### config.mk
export PLATFORM = sky130hd
export DESIGN_NAME = rs_issue_sched
export DESIGN_NICKNAME = d
export VERILOG_FILES = /design/src/rtl/rs_issue_sched.sv
export SDC_FILE = /design/constraint.sdc
export NUM_CORES = 1
export LEC_CHECK = 0
export CAP_MARGIN = 10
export CORE_ASPECT_RATIO = 0.75
export CORE_MARGIN = 2
export CORE_UTILIZATION = 53
export DETAILED_ROUTE_END_ITERATION = 8
export PLACE_DENSITY = 0.83
export SETUP_SLACK_MARGIN = 0.3
export SYNTH_ARGS = -nofsm -noshare
export SYNTH_HDL_FRONTEND = slang
export SYNTH_SLANG_ARGS = --single-unit
### constraint.sdc
create_clock -name clock -period 5.27 [get_ports clock]
set_input_delay 1.054 -clock clock [delete_from_list [all_inputs] [get_ports clock]]
set_output_delay 1.054 -clock clock [all_outputs]
set_load 0.01 [all_outputs]
### src/rtl/rs_issue_sched.sv
// Five-slot reservation-station issue scheduler: ALU/LD/ST slots plus two MUL slots sharing one port.
// Optional statistics counters are built only when RS_SCHED_STATS_EN is defined.
module rs_issue_sched #(
   parameter int TAG_W = 6
) (
   input  logic             clock,
   input  logic             reset,
   input  logic             squash,
   input  logic             alloc_valid,
   input  logic [2:0]       alloc_slot,
   input  logic [TAG_W-1:0] alloc_T,
   input  logic [TAG_W-1:0] alloc_T1,
   input  logic [TAG_W-1:0] alloc_T2,
   input  logic             alloc_r1,
   input  logic             alloc_r2,
   input  logic             cdb_valid,
   input  logic [TAG_W-1:0] cdb_tag,
   output logic [4:0]       busy,
   output logic             alu_iss_valid,
   input  logic             alu_iss_ready,
   output logic [TAG_W-1:0] alu_iss_T,
   output logic [TAG_W-1:0] alu_iss_T1,
   output logic [TAG_W-1:0] alu_iss_T2,
   output logic             ld_iss_valid,
   input  logic             ld_iss_ready,
   output logic [TAG_W-1:0] ld_iss_T,
   output logic [TAG_W-1:0] ld_iss_T1,
   output logic [TAG_W-1:0] ld_iss_T2,
   output logic             st_iss_valid,
   input  logic             st_iss_ready,
   output logic [TAG_W-1:0] st_iss_T,
   output logic [TAG_W-1:0] st_iss_T1,
   output logic [TAG_W-1:0] st_iss_T2,
   output logic             mul_iss_valid,
   input  logic             mul_iss_ready,
   output logic [TAG_W-1:0] mul_iss_T,
   output logic [TAG_W-1:0] mul_iss_T1,
   output logic [TAG_W-1:0] mul_iss_T2,
   output logic             mul_iss_slot,
   output logic [31:0]      issue_count,
   output logic [31:0]      mul_conflict_count
);

   typedef enum logic [1:0] {
      S_FREE  = 2'd0,
      S_WAIT  = 2'd1,
      S_READY = 2'd2
   } slot_state_e;

   slot_state_e      state_q [5];
   slot_state_e      state_d [5];
   logic [TAG_W-1:0] t_q  [5];
   logic [TAG_W-1:0] t_d  [5];
   logic [TAG_W-1:0] t1_q [5];
   logic [TAG_W-1:0] t1_d [5];
   logic [TAG_W-1:0] t2_q [5];
   logic [TAG_W-1:0] t2_d [5];
   logic [4:0]       rdy1_q, rdy1_d;
   logic [4:0]       rdy2_q, rdy2_d;
   logic             rr_q, rr_d;
   logic [4:0]       ready_s;
   logic [4:0]       hs_s;
   logic             mul_sel_s;

   // Slot status decode, MUL arbitration and issue handshakes.
   always_comb begin
      ready_s = 5'd0;
      busy    = 5'd0;
      for (int i = 0; i < 5; i++) begin
         ready_s[i] = (state_q[i] == S_READY);
         busy[i]    = (state_q[i] != S_FREE);
      end
      // rr_q = 1 gives slot 4 priority when both MUL slots are ready.
      mul_sel_s = ready_s[4] & (~ready_s[3] | rr_q);
      hs_s[0]   = ready_s[0] & alu_iss_ready;
      hs_s[1]   = ready_s[1] & ld_iss_ready;
      hs_s[2]   = ready_s[2] & st_iss_ready;
      hs_s[3]   = ready_s[3] & ~mul_sel_s & mul_iss_ready;
      hs_s[4]   = ready_s[4] &  mul_sel_s & mul_iss_ready;
   end

   // Issue port outputs driven straight from the slot registers.
   always_comb begin
      alu_iss_valid = ready_s[0];
      alu_iss_T     = t_q[0];
      alu_iss_T1    = t1_q[0];
      alu_iss_T2    = t2_q[0];
      ld_iss_valid  = ready_s[1];
      ld_iss_T      = t_q[1];
      ld_iss_T1     = t1_q[1];
      ld_iss_T2     = t2_q[1];
      st_iss_valid  = ready_s[2];
      st_iss_T      = t_q[2];
      st_iss_T1     = t1_q[2];
      st_iss_T2     = t2_q[2];
      mul_iss_valid = ready_s[3] | ready_s[4];
      mul_iss_slot  = mul_sel_s;
      if (mul_sel_s) begin
         mul_iss_T  = t_q[4];
         mul_iss_T1 = t1_q[4];
         mul_iss_T2 = t2_q[4];
      end else begin
         mul_iss_T  = t_q[3];
         mul_iss_T1 = t1_q[3];
         mul_iss_T2 = t2_q[3];
      end
   end

   // Per-slot next state: allocation with CDB bypass, wakeup, issue and squash.
   always_comb begin
      state_d = state_q;
      t_d     = t_q;
      t1_d    = t1_q;
      t2_d    = t2_q;
      rdy1_d  = rdy1_q;
      rdy2_d  = rdy2_q;
      rr_d    = rr_q;
      if ((ready_s[3] | ready_s[4]) && mul_iss_ready) begin
         rr_d = ~mul_sel_s;
      end else begin
         rr_d = rr_q;
      end
      for (int i = 0; i < 5; i++) begin
         if (squash) begin
            state_d[i] = S_FREE;
            rdy1_d[i]  = 1'b0;
            rdy2_d[i]  = 1'b0;
         end else begin
            case (state_q[i])
               S_FREE: begin
                  if (alloc_valid && (alloc_slot == 3'(i))) begin
                     t_d[i]     = alloc_T;
                     t1_d[i]    = alloc_T1;
                     t2_d[i]    = alloc_T2;
                     rdy1_d[i]  = alloc_r1 | (cdb_valid && (cdb_tag == alloc_T1));
                     rdy2_d[i]  = alloc_r2 | (cdb_valid && (cdb_tag == alloc_T2));
                     state_d[i] = (rdy1_d[i] && rdy2_d[i]) ? S_READY : S_WAIT;
                  end else begin
                     state_d[i] = S_FREE;
                  end
               end
               S_WAIT: begin
                  rdy1_d[i]  = rdy1_q[i] | (cdb_valid && (cdb_tag == t1_q[i]));
                  rdy2_d[i]  = rdy2_q[i] | (cdb_valid && (cdb_tag == t2_q[i]));
                  state_d[i] = (rdy1_d[i] && rdy2_d[i]) ? S_READY : S_WAIT;
               end
               S_READY: begin
                  if (hs_s[i]) begin
                     state_d[i] = S_FREE;
                     rdy1_d[i]  = 1'b0;
                     rdy2_d[i]  = 1'b0;
                  end else begin
                     state_d[i] = S_READY;
                  end
               end
               default: begin
                  state_d[i] = S_FREE;
                  rdy1_d[i]  = 1'b0;
                  rdy2_d[i]  = 1'b0;
               end
            endcase
         end
      end
   end

   // Slot and round-robin state registers.
   always_ff @(posedge clock or negedge reset) begin
      if (!reset) begin
         for (int i = 0; i < 5; i++) begin
            state_q[i] <= S_FREE;
            t_q[i]     <= {TAG_W{1'b0}};
            t1_q[i]    <= {TAG_W{1'b0}};
            t2_q[i]    <= {TAG_W{1'b0}};
         end
         rdy1_q <= 5'd0;
         rdy2_q <= 5'd0;
         rr_q   <= 1'b0;
      end else begin
         state_q <= state_d;
         t_q     <= t_d;
         t1_q    <= t1_d;
         t2_q    <= t2_d;
         rdy1_q  <= rdy1_d;
         rdy2_q  <= rdy2_d;
         rr_q    <= rr_d;
      end
   end

`ifdef RS_SCHED_STATS_EN
   logic [31:0] issue_count_q, issue_count_d;
   logic [31:0] mul_conflict_count_q, mul_conflict_count_d;

   // Statistics: handshakes per cycle and cycles with both MUL slots ready.
   always_comb begin
      issue_count_d = issue_count_q + 32'($countones(hs_s));
      if (ready_s[3] && ready_s[4]) begin
         mul_conflict_count_d = mul_conflict_count_q + 32'd1;
      end else begin
         mul_conflict_count_d = mul_conflict_count_q;
      end
   end

   // Statistics registers; squash deliberately leaves them untouched.
   always_ff @(posedge clock or negedge reset) begin
      if (!reset) begin
         issue_count_q        <= 32'd0;
         mul_conflict_count_q <= 32'd0;
      end else begin
         issue_count_q        <= issue_count_d;
         mul_conflict_count_q <= mul_conflict_count_d;
      end
   end

   assign issue_count        = issue_count_q;
   assign mul_conflict_count = mul_conflict_count_q;
`else
   assign issue_count        = 32'd0;
   assign mul_conflict_count = 32'd0;
`endif

endmodule
==> run summary, run 1 <==
## Setup path
- reg2out — CP Class
- sky130_fd_sc_hd__or3b_2 — cell at the slowest stage of the critical path
- 2.97 ns — Worst EP arrival
- sky130_fd_sc_hd__nand2_1 — Worst path most repeated cell
- register — crit path launch type
- 13 — crit-path max FO
- or3b_2 > nand2_1 > buf_4 > inv_1 > nand2_1 > nand2_1 > clkdlybuf4s50_1 — cell breakdown of the critical path
- primary output — endpoint type of the worst setup path
- 4.22 ns — data required time of the critical path
- 0.54 ns — Critical Path Max Stage Delay

## Timing
- 0 — final slew viol count
- 0.271 — Max-slew headroom
- 0 ns — setup TNS after final layout
- 0.00926 ns — Clock Skew
- 4.03 ns — crit path time final
- 0 — Finish-stage setup viols
- 0 — number of endpoints with negative hold slack in the final report
- 1.09 ns — Worst-Margin Slew
- 0.764 — Tcrit/Tclk final
- 248 MHz — highest clock rate
- false — RSZ-0062 raised after global routing

## Cells and area
- 0 — final antenna diode count
- 0.186 — share of layout cells above drive strength 1
- 13.8% — Area growth syn-to-layout
- 0.617 — core utilization of the finished layout
- 976 — fill cell instance count of the final layout
- 711 — nets@finish

## CTS
- 2 — maximum number of buffers from clock root to sink
- 0 — number of resized instances in the post-cts repair step
- 111 — total clock sinks
- 9 — Inserted Clock Buffers
- sky130_fd_sc_hd__clkbuf_16 — CTS Root Buffer Type
- yes — clock tree from TritonCTS
- 0 — post-cts hold buffer count
- 3 — H-tree depth
- 0.35 ns — worst skew pair latency
- 0.07 ns — clock slew seen by the registers of the worst setup and hold paths
- 0 — buffer count from post-CTS setup fixing

## Drt
- 0 — count of nets left with antenna violations after detail routing
- 0 — Remaining DRCs
- 5.36 — average via count per standard cell
- 18.3 um — Routed WL per cell
- 15.5 mm — routed wire length
- 380 — violation count after the first detailed-route iteration
- 4520 — via count of the routed design
- 5 — drt pass-1 iters

## Floorplanning
- 133 um — floorplan die width
- 0.542 — Initial Utilization
- 184 — IO Count
- 13500 sq um — overall die area
- 12300 sq um — Placeable Area
- 101 um — Die H
- 35 — number of cell rows

## Yosys
- 0 — YS warnings
- 6650 sq um — area of the mapped netlist
- 0.418 — sequential cell area fraction in the yosys report
- 10.7 sq um — mean area per synthesized cell
- sky130_fd_sc_hd__dfrtp_1, sky130_fd_sc_hd__mux2_2, sky130_fd_sc_hd__buf_4, sky130_fd_sc_hd__xor2_1, sky130_fd_sc_hd__xnor2_1 — top area cells in the synthesized netlist
- 48 — Cell variety after synth
- 1.00 — async set-reset flop share out of synthesis
- 0 — count of flip-flops with a built-in enable after synthesis
- sky130_fd_sc_hd__buf_4, sky130_fd_sc_hd__dfrtp_1, sky130_fd_sc_hd__mux2_2 — top cell types by occurrence after synthesis
- sky130_fd_sc_hd__dfrtp_1 — library cell occupying the most area in the post-synthesis netlist
- sky130_fd_sc_hd__buf_4 — cell with the most instances after synthesis
- 0.418 — top cell type's share of synthesized area
- 621 — number of instances in the synthesized netlist
- 111 — flop and latch count out of synthesis
- sky130_fd_sc_hd__dfrtp_1 — most frequently used flop master after synthesis

## Global routing
- 0 — total global routing overflow
- 83 — largest net degree at the start of global routing
- 4432 — via count of the first global-routing pass
- 0.237 — gr usage total
- 24.6 mm — global-route wire length before repair
- 0 — initial antenna violation count

## Placement
- 119 — number of buffers inserted by port buffering
- 11.1 mm — HPWL reported at the end of detailed placement
- 0.925 — final estimated routing congestion in global placement

## Worst hold path
- reg2reg — type of the most critical hold path

## Power and ir drop
- 3.38 nW — static leakage power
- 2.62 mW — power after layout
- 347 nW/um^2 — Power per Cell Area
- 178 uV — Max VDD drop

## Flow run
- 0 — Max Cap Viol

## Run status
- finished, final reports clean — result of the run

## logic make-up after synthesis
group           Yosys count  synth area share
xor+xnor                 72            0.0949
flops                   111             0.418
other cells               1          0.000564
simple gates            120            0.0909
mux                     100             0.169
buf+inv                 153             0.157
compound gates           64            0.0695
## area by class of cell
| class | count | area, sq um | area share |
|---|---|---|---|
| multi-input combinational | 420 | 3060 | 0.405 |
| clock buffer | 11 | 233 | 0.0308 |
| tap | 166 | 208 | 0.0275 |
| timing repair buffer | 121 | 1200 | 0.159 |
| inverter | 10 | 37.5 | 0.00496 |
| clock inverter | 5 | 42.5 | 0.00563 |
| sequential | 111 | 2780 | 0.367 |
## through the flow
stage	hold slack, ns	setup WS, ns	std cells	instance area (sq um)
global route	0.518	1.07	844	7560
global placement	0.482	1.57	828	7290
finish	0.506	1.24	844	7560
floorplan	0.474	2.42	684	6880
CTS	0.510	1.23	844	7560
detailed placement	0.488	1.53	828	7290
## worst paths after layout
check / start / endpoint / slack (ns) / depth (start not counted)
setup / recovery: state_q[2] / mul_iss_T2[2] / 1.24 / 7
hold / removal: st_iss_T[2] / st_iss_T[2] / 0.51 / 1
setup reg to reg: state_q[7] / ld_iss_T2[5] / 3.08 / 3
hold reg to reg: st_iss_T[2] / st_iss_T[2] / 0.51 / 1
max in group asynchronous: reset / t2_q[1] / 3.36 / 2
min in group asynchronous: reset / alu_iss_T[3] / 0.89 / 1
## routing by layer
metal | GRT usage | wire, um | up-vias
li1 | - | - | 2046
met1 | 0.345 | 7110 | 2247
met2 | 0.360 | 6900 | 209
met3 | 0.0568 | 1270 | 18
met4 | 0.0606 | 206 | 0
met5 | 0 | 0 | -
## placed cells by master (no fill, tap or decap), types with 7 or more instances in the layout
master,n
sky130_fd_sc_hd__clkbuf_16,9
sky130_fd_sc_hd__a41oi_1,7
sky130_fd_sc_hd__xnor2_1,20
sky130_fd_sc_hd__nand2_1,46
sky130_fd_sc_hd__inv_1,10
sky130_fd_sc_hd__o21ai_0,12
sky130_fd_sc_hd__xor2_1,52
sky130_fd_sc_hd__nor3_1,14
sky130_fd_sc_hd__clkdlybuf4s50_1,118
sky130_fd_sc_hd__nor2_1,22
sky130_fd_sc_hd__conb_1,64
sky130_fd_sc_hd__mux2_2,98
sky130_fd_sc_hd__dfrtp_1,111
## flip-flops by register name (all words and copies together) (netlist names)
register    count
t_q            12
alu_iss_T       6
st_iss_T2       6
rr_q            1
alu_iss_T2      6
alu_iss_T1      6
t2_q           12
st_iss_T        6
st_iss_T1       6
ld_iss_T2       6
state_q        10
ld_iss_T        6
ld_iss_T1       6
rdy2_q          5
rdy1_q          5
t1_q           12
## critical path: cells and delay by family (launching register included)
kind | cells | cell delay [ns]
buf+inv | 3 | 1.01
flops | 1 | 0.49
simple gates | 4 | 1.11
## report_power, final
part | switching (mW) | internal (mW)
Sequential | 0.144 | 1.02
Clock | 0.315 | 0.327
Combinational | 0.347 | 0.468
Power figures use the tool's default switching activity.
==> run 2, diff against run 1 <==
--- a/config.mk
+++ b/config.mk
@@ -8,9 +8,9 @@
 export CAP_MARGIN = 10
 export CORE_ASPECT_RATIO = 0.75
 export CORE_MARGIN = 2
-export CORE_UTILIZATION = 53
+export CORE_UTILIZATION = 44
 export DETAILED_ROUTE_END_ITERATION = 8
-export PLACE_DENSITY = 0.83
+export PLACE_DENSITY = 0.73
 export SETUP_SLACK_MARGIN = 0.3
 export SYNTH_ARGS = -nofsm -noshare
 export SYNTH_HDL_FRONTEND = slang
==> constraint.sdc (replaced) <==
create_clock -name clock -period 3.3 [get_ports clock]
set_input_delay 0.66 -clock clock [delete_from_list [all_inputs] [get_ports clock]]
set_output_delay 0.66 -clock clock [all_outputs]
set_load 0.01 [all_outputs]
==> run summary, run 2 (synthesis gave the netlist of run 1 again) <==
## Setup path
- 3 — Worst Reg-to-Reg Cells, unchanged
- primary output — endpoint type of the worst setup path
- register — crit path launch type
- or3b_4 > nand2_8 > clkinvlp_4 > buf_4 > nand2_1 > nand2_1 > clkdlybuf4s50_1 — cell breakdown of the critical path
- sky130_fd_sc_hd__clkdlybuf4s50_1 — cell at the slowest stage of the critical path
- sky130_fd_sc_hd__nand2_1 — Worst path most repeated cell
- buffers and inverters — category of cells accounting for the largest share of critical-path delay
- 1.08 ns — r2r setup slk, -2.00 ns
- reg2out — CP Class
- 3 — Worst Path Buf+Inv, unchanged
- 2.64 ns — data required time of the critical path, -1.58 ns
- 2.24 ns — Worst EP arrival, -0.73 ns
- 8 — crit-path max FO, -5
- 0.48 ns — Critical Path Max Stage Delay, -0.06 ns
- state_q[7] — startpoint of the most critical register-to-register path
- ld_iss_T1[2] — endpoint of the worst register-to-register path

## Placement
- 0.914 — final estimated routing congestion in global placement, -1.2%
- 119 — number of buffers inserted by port buffering, unchanged
- 12.3 mm — HPWL reported at the end of detailed placement, +11%

## Drt
- 4658 — via count of the routed design, +3.1%
- 5 — drt pass-1 iters, unchanged
- 18.7 um — Routed WL per cell, +1.7%
- 16.8 mm — routed wire length, +8.6%
- 0 — Remaining DRCs, unchanged
- 410 — violation count after the first detailed-route iteration, +7.9%
- 0 — count of nets left with antenna violations after detail routing, unchanged
- 5.17 — average via count per standard cell, -3.5%

## CTS
- yes — clock tree from TritonCTS
- 2 — maximum number of buffers from clock root to sink, unchanged
- sky130_fd_sc_hd__clkbuf_16 — CTS Root Buffer Type
- 0 — post-cts hold buffer count, unchanged
- 9 — Inserted Clock Buffers, unchanged
- 3 — H-tree depth, unchanged
- 0.07 ns — clock slew seen by the registers of the worst setup and hold paths, about the same
- 0.35 ns — worst skew pair latency, about the same
- 111 — total clock sinks, unchanged

## Power and ir drop
- 0.438 — part of the power in registers, -0.007
- 0.254 — Clock power frac, +0.009
- 1.30 mW — power dissipated by switching net loads, +62%
- 0.308 — combinational cell fraction of total power, -0.003
- 3.51 nW — static leakage power, +3.8%
- 4.30 mW — power after layout, +64%
- 3.00 mW — Pint, +65%
- 0.303 — share of total power consumed by net switching, -0.00442
- 324 uV — Max VDD drop, +82%
- 548 nW/um^2 — Power per Cell Area, +58%

## Global routing
- 4651 — via count of the first global-routing pass, +4.9%
- 26.3 mm — global-route wire length before repair, +7.0%
- 0.208 — gr usage total, -0.0291
- 64 — largest net degree at the start of global routing, -23%
- 0 — total global routing overflow, unchanged
- 0 — initial antenna violation count, unchanged

## Cells and area
- 0 — final antenna diode count, unchanged
- 2780 sq um — sequential cell area, about the same
- t1_q (12), t2_q (12), t_q (12) — registers with the most flip-flops
- sky130_fd_sc_hd__clkdlybuf4s50_1, sky130_fd_sc_hd__dfrtp_1, sky130_fd_sc_hd__mux2_2 — leading cell types in the layout, fill and taps excluded
- 734 — nets@finish, +3.2%
- 0.220 — share of layout cells above drive strength 1, +0.0338
- 1255 — fill cell instance count of the final layout, +29%
- sky130_fd_sc_hd__clkdlybuf4s50_1 — most frequent standard cell in the layout excluding fill and tap cells
- 3090 sq um — multi-input combinational cell area, +1.1%
- 18.1% — Area growth syn-to-layout

## Floorplanning
- 110 um — Die H, +9.4%
- 0.455 — Initial Utilization, -0.0867
- 14600 sq um — Placeable Area, +19%
- 184 — IO Count, unchanged
- 16100 sq um — overall die area, +20%
- 146 um — floorplan die width, +9.5%
- 38 — number of cell rows, +8.6%

## Timing
- 0.880 — Tcrit/Tclk final
- 0 — final slew viol count, unchanged
- 0 ns — setup TNS after final layout, unchanged
- 2.90 ns — crit path time final
- false — RSZ-0062 raised after global routing
- 344 MHz — highest clock rate
- 0.00501 ns — Clock Skew, -0.00425 ns
- 0 — number of endpoints with negative hold slack in the final report, unchanged
- 0 — Finish-stage setup viols, unchanged
- 1.11 ns — Worst-Margin Slew, +0.0115 ns
- 0.263 — Max-slew headroom, -0.00768

## Flow run
- 0 — Max Cap Viol, unchanged

## Worst hold path
- in2async — type of the most critical hold path

## Run status
- finished, final reports clean — result of the run

[run 2: changes by cell type in the layout (fill, tap and decap cells not counted), moves of 2 or more]
cell / before / now
sky130_fd_sc_hd__clkinv_2: 1 / 3
sky130_fd_sc_hd__dfrtp_2: 0 / 2
sky130_fd_sc_hd__buf_4: 3 / 23
sky130_fd_sc_hd__buf_12: 0 / 2
sky130_fd_sc_hd__dfrtp_1: 111 / 109
sky130_fd_sc_hd__inv_8: 2 / 0
[run 2: cell type report]
| cell class | instances | share of cell area |
|---|---|---|
| Multi-Input combinational cell | 421 | 0.394 |
| Sequential cell | 111 | 0.354 |
| Timing Repair Buffer | 143 | 0.178 |
| Tap cell | 200 | 0.0319 |
| Clock buffer | 12 | 0.0314 |
| Clock inverter | 4 | 0.00574 |
| Inverter | 10 | 0.00526 |
[run 2: worst max path at each step]
stage,slack (ns),startpoint,endpoint,depth (start not counted)
after floorplan,0.85,state_q[2],mul_iss_T1[0],7
after global placement,0.33,state_q[2],mul_iss_T1[2],6
after detailed placement,0.21,state_q[2],mul_iss_T2[4],6
after CTS,0.30,state_q[0],mul_iss_T1[1],7
after global routing,0.31,state_q[2],mul_iss_T1[1],7
final,0.40,state_q[2],mul_iss_T1[1],7
[run 2: metrics by stage]
stage	utilization	hold WS, ns	setup WS [ns]	area, sq um	instances
6_report	0.538	0.329	0.397	7850	901
5_1_grt	0.538	0.379	0.311	7850	901
4_1_cts	0.535	0.359	0.300	7810	898
3_5_place_dp	0.513	0.498	0.214	7480	879
3_3_place_gp	0.513	0.483	0.329	7480	879
2_1_floorplan	-	0.364	0.846	6880	684
[run 2: per-layer routing]
metal | vias to the layer above | global-route usage | share of wire
li1 | 2096 | - | -
met5 | - | 0 | 0
met2 | 214 | 0.312 | 0.44
met3 | 23 | 0.0550 | 0.077
met1 | 2325 | 0.300 | 0.46
met4 | 0 | 0.0542 | 0.019
[run 2: timing repair]
item | CTS | global route
endpoints found under the hold margin | 0 | 0
gates resized for setup | 5 | 4
pin swaps | 1 | 0
endpoints found under the setup margin | 19 | 17
gates cloned | 1 | 0
setup buffers | 2 | 3
[run 2: power by group through the flow]
stage	Clock, mW	Sequential, mW	Combinational (mW)
2_1_floorplan	0	1.81	0.948
3_3_place_gp	0	1.89	1.29
3_5_place_dp	0	1.91	1.32
4_1_cts	1.11	1.88	1.33
5_1_grt	1.17	1.92	1.42
6_report	1.09	1.88	1.33
==> run 3, diff against run 2 <==
--- a/config.mk
+++ b/config.mk
@@ -10,6 +10,7 @@
 export CORE_MARGIN = 2
 export CORE_UTILIZATION = 44
 export DETAILED_ROUTE_END_ITERATION = 8
+export HOLD_SLACK_MARGIN = 0.06
 export PLACE_DENSITY = 0.73
 export SETUP_SLACK_MARGIN = 0.3
 export SYNTH_ARGS = -nofsm -noshare
==> results of run 3 <==
No change in the layout: final DEF, timing and power equal those of run 2.
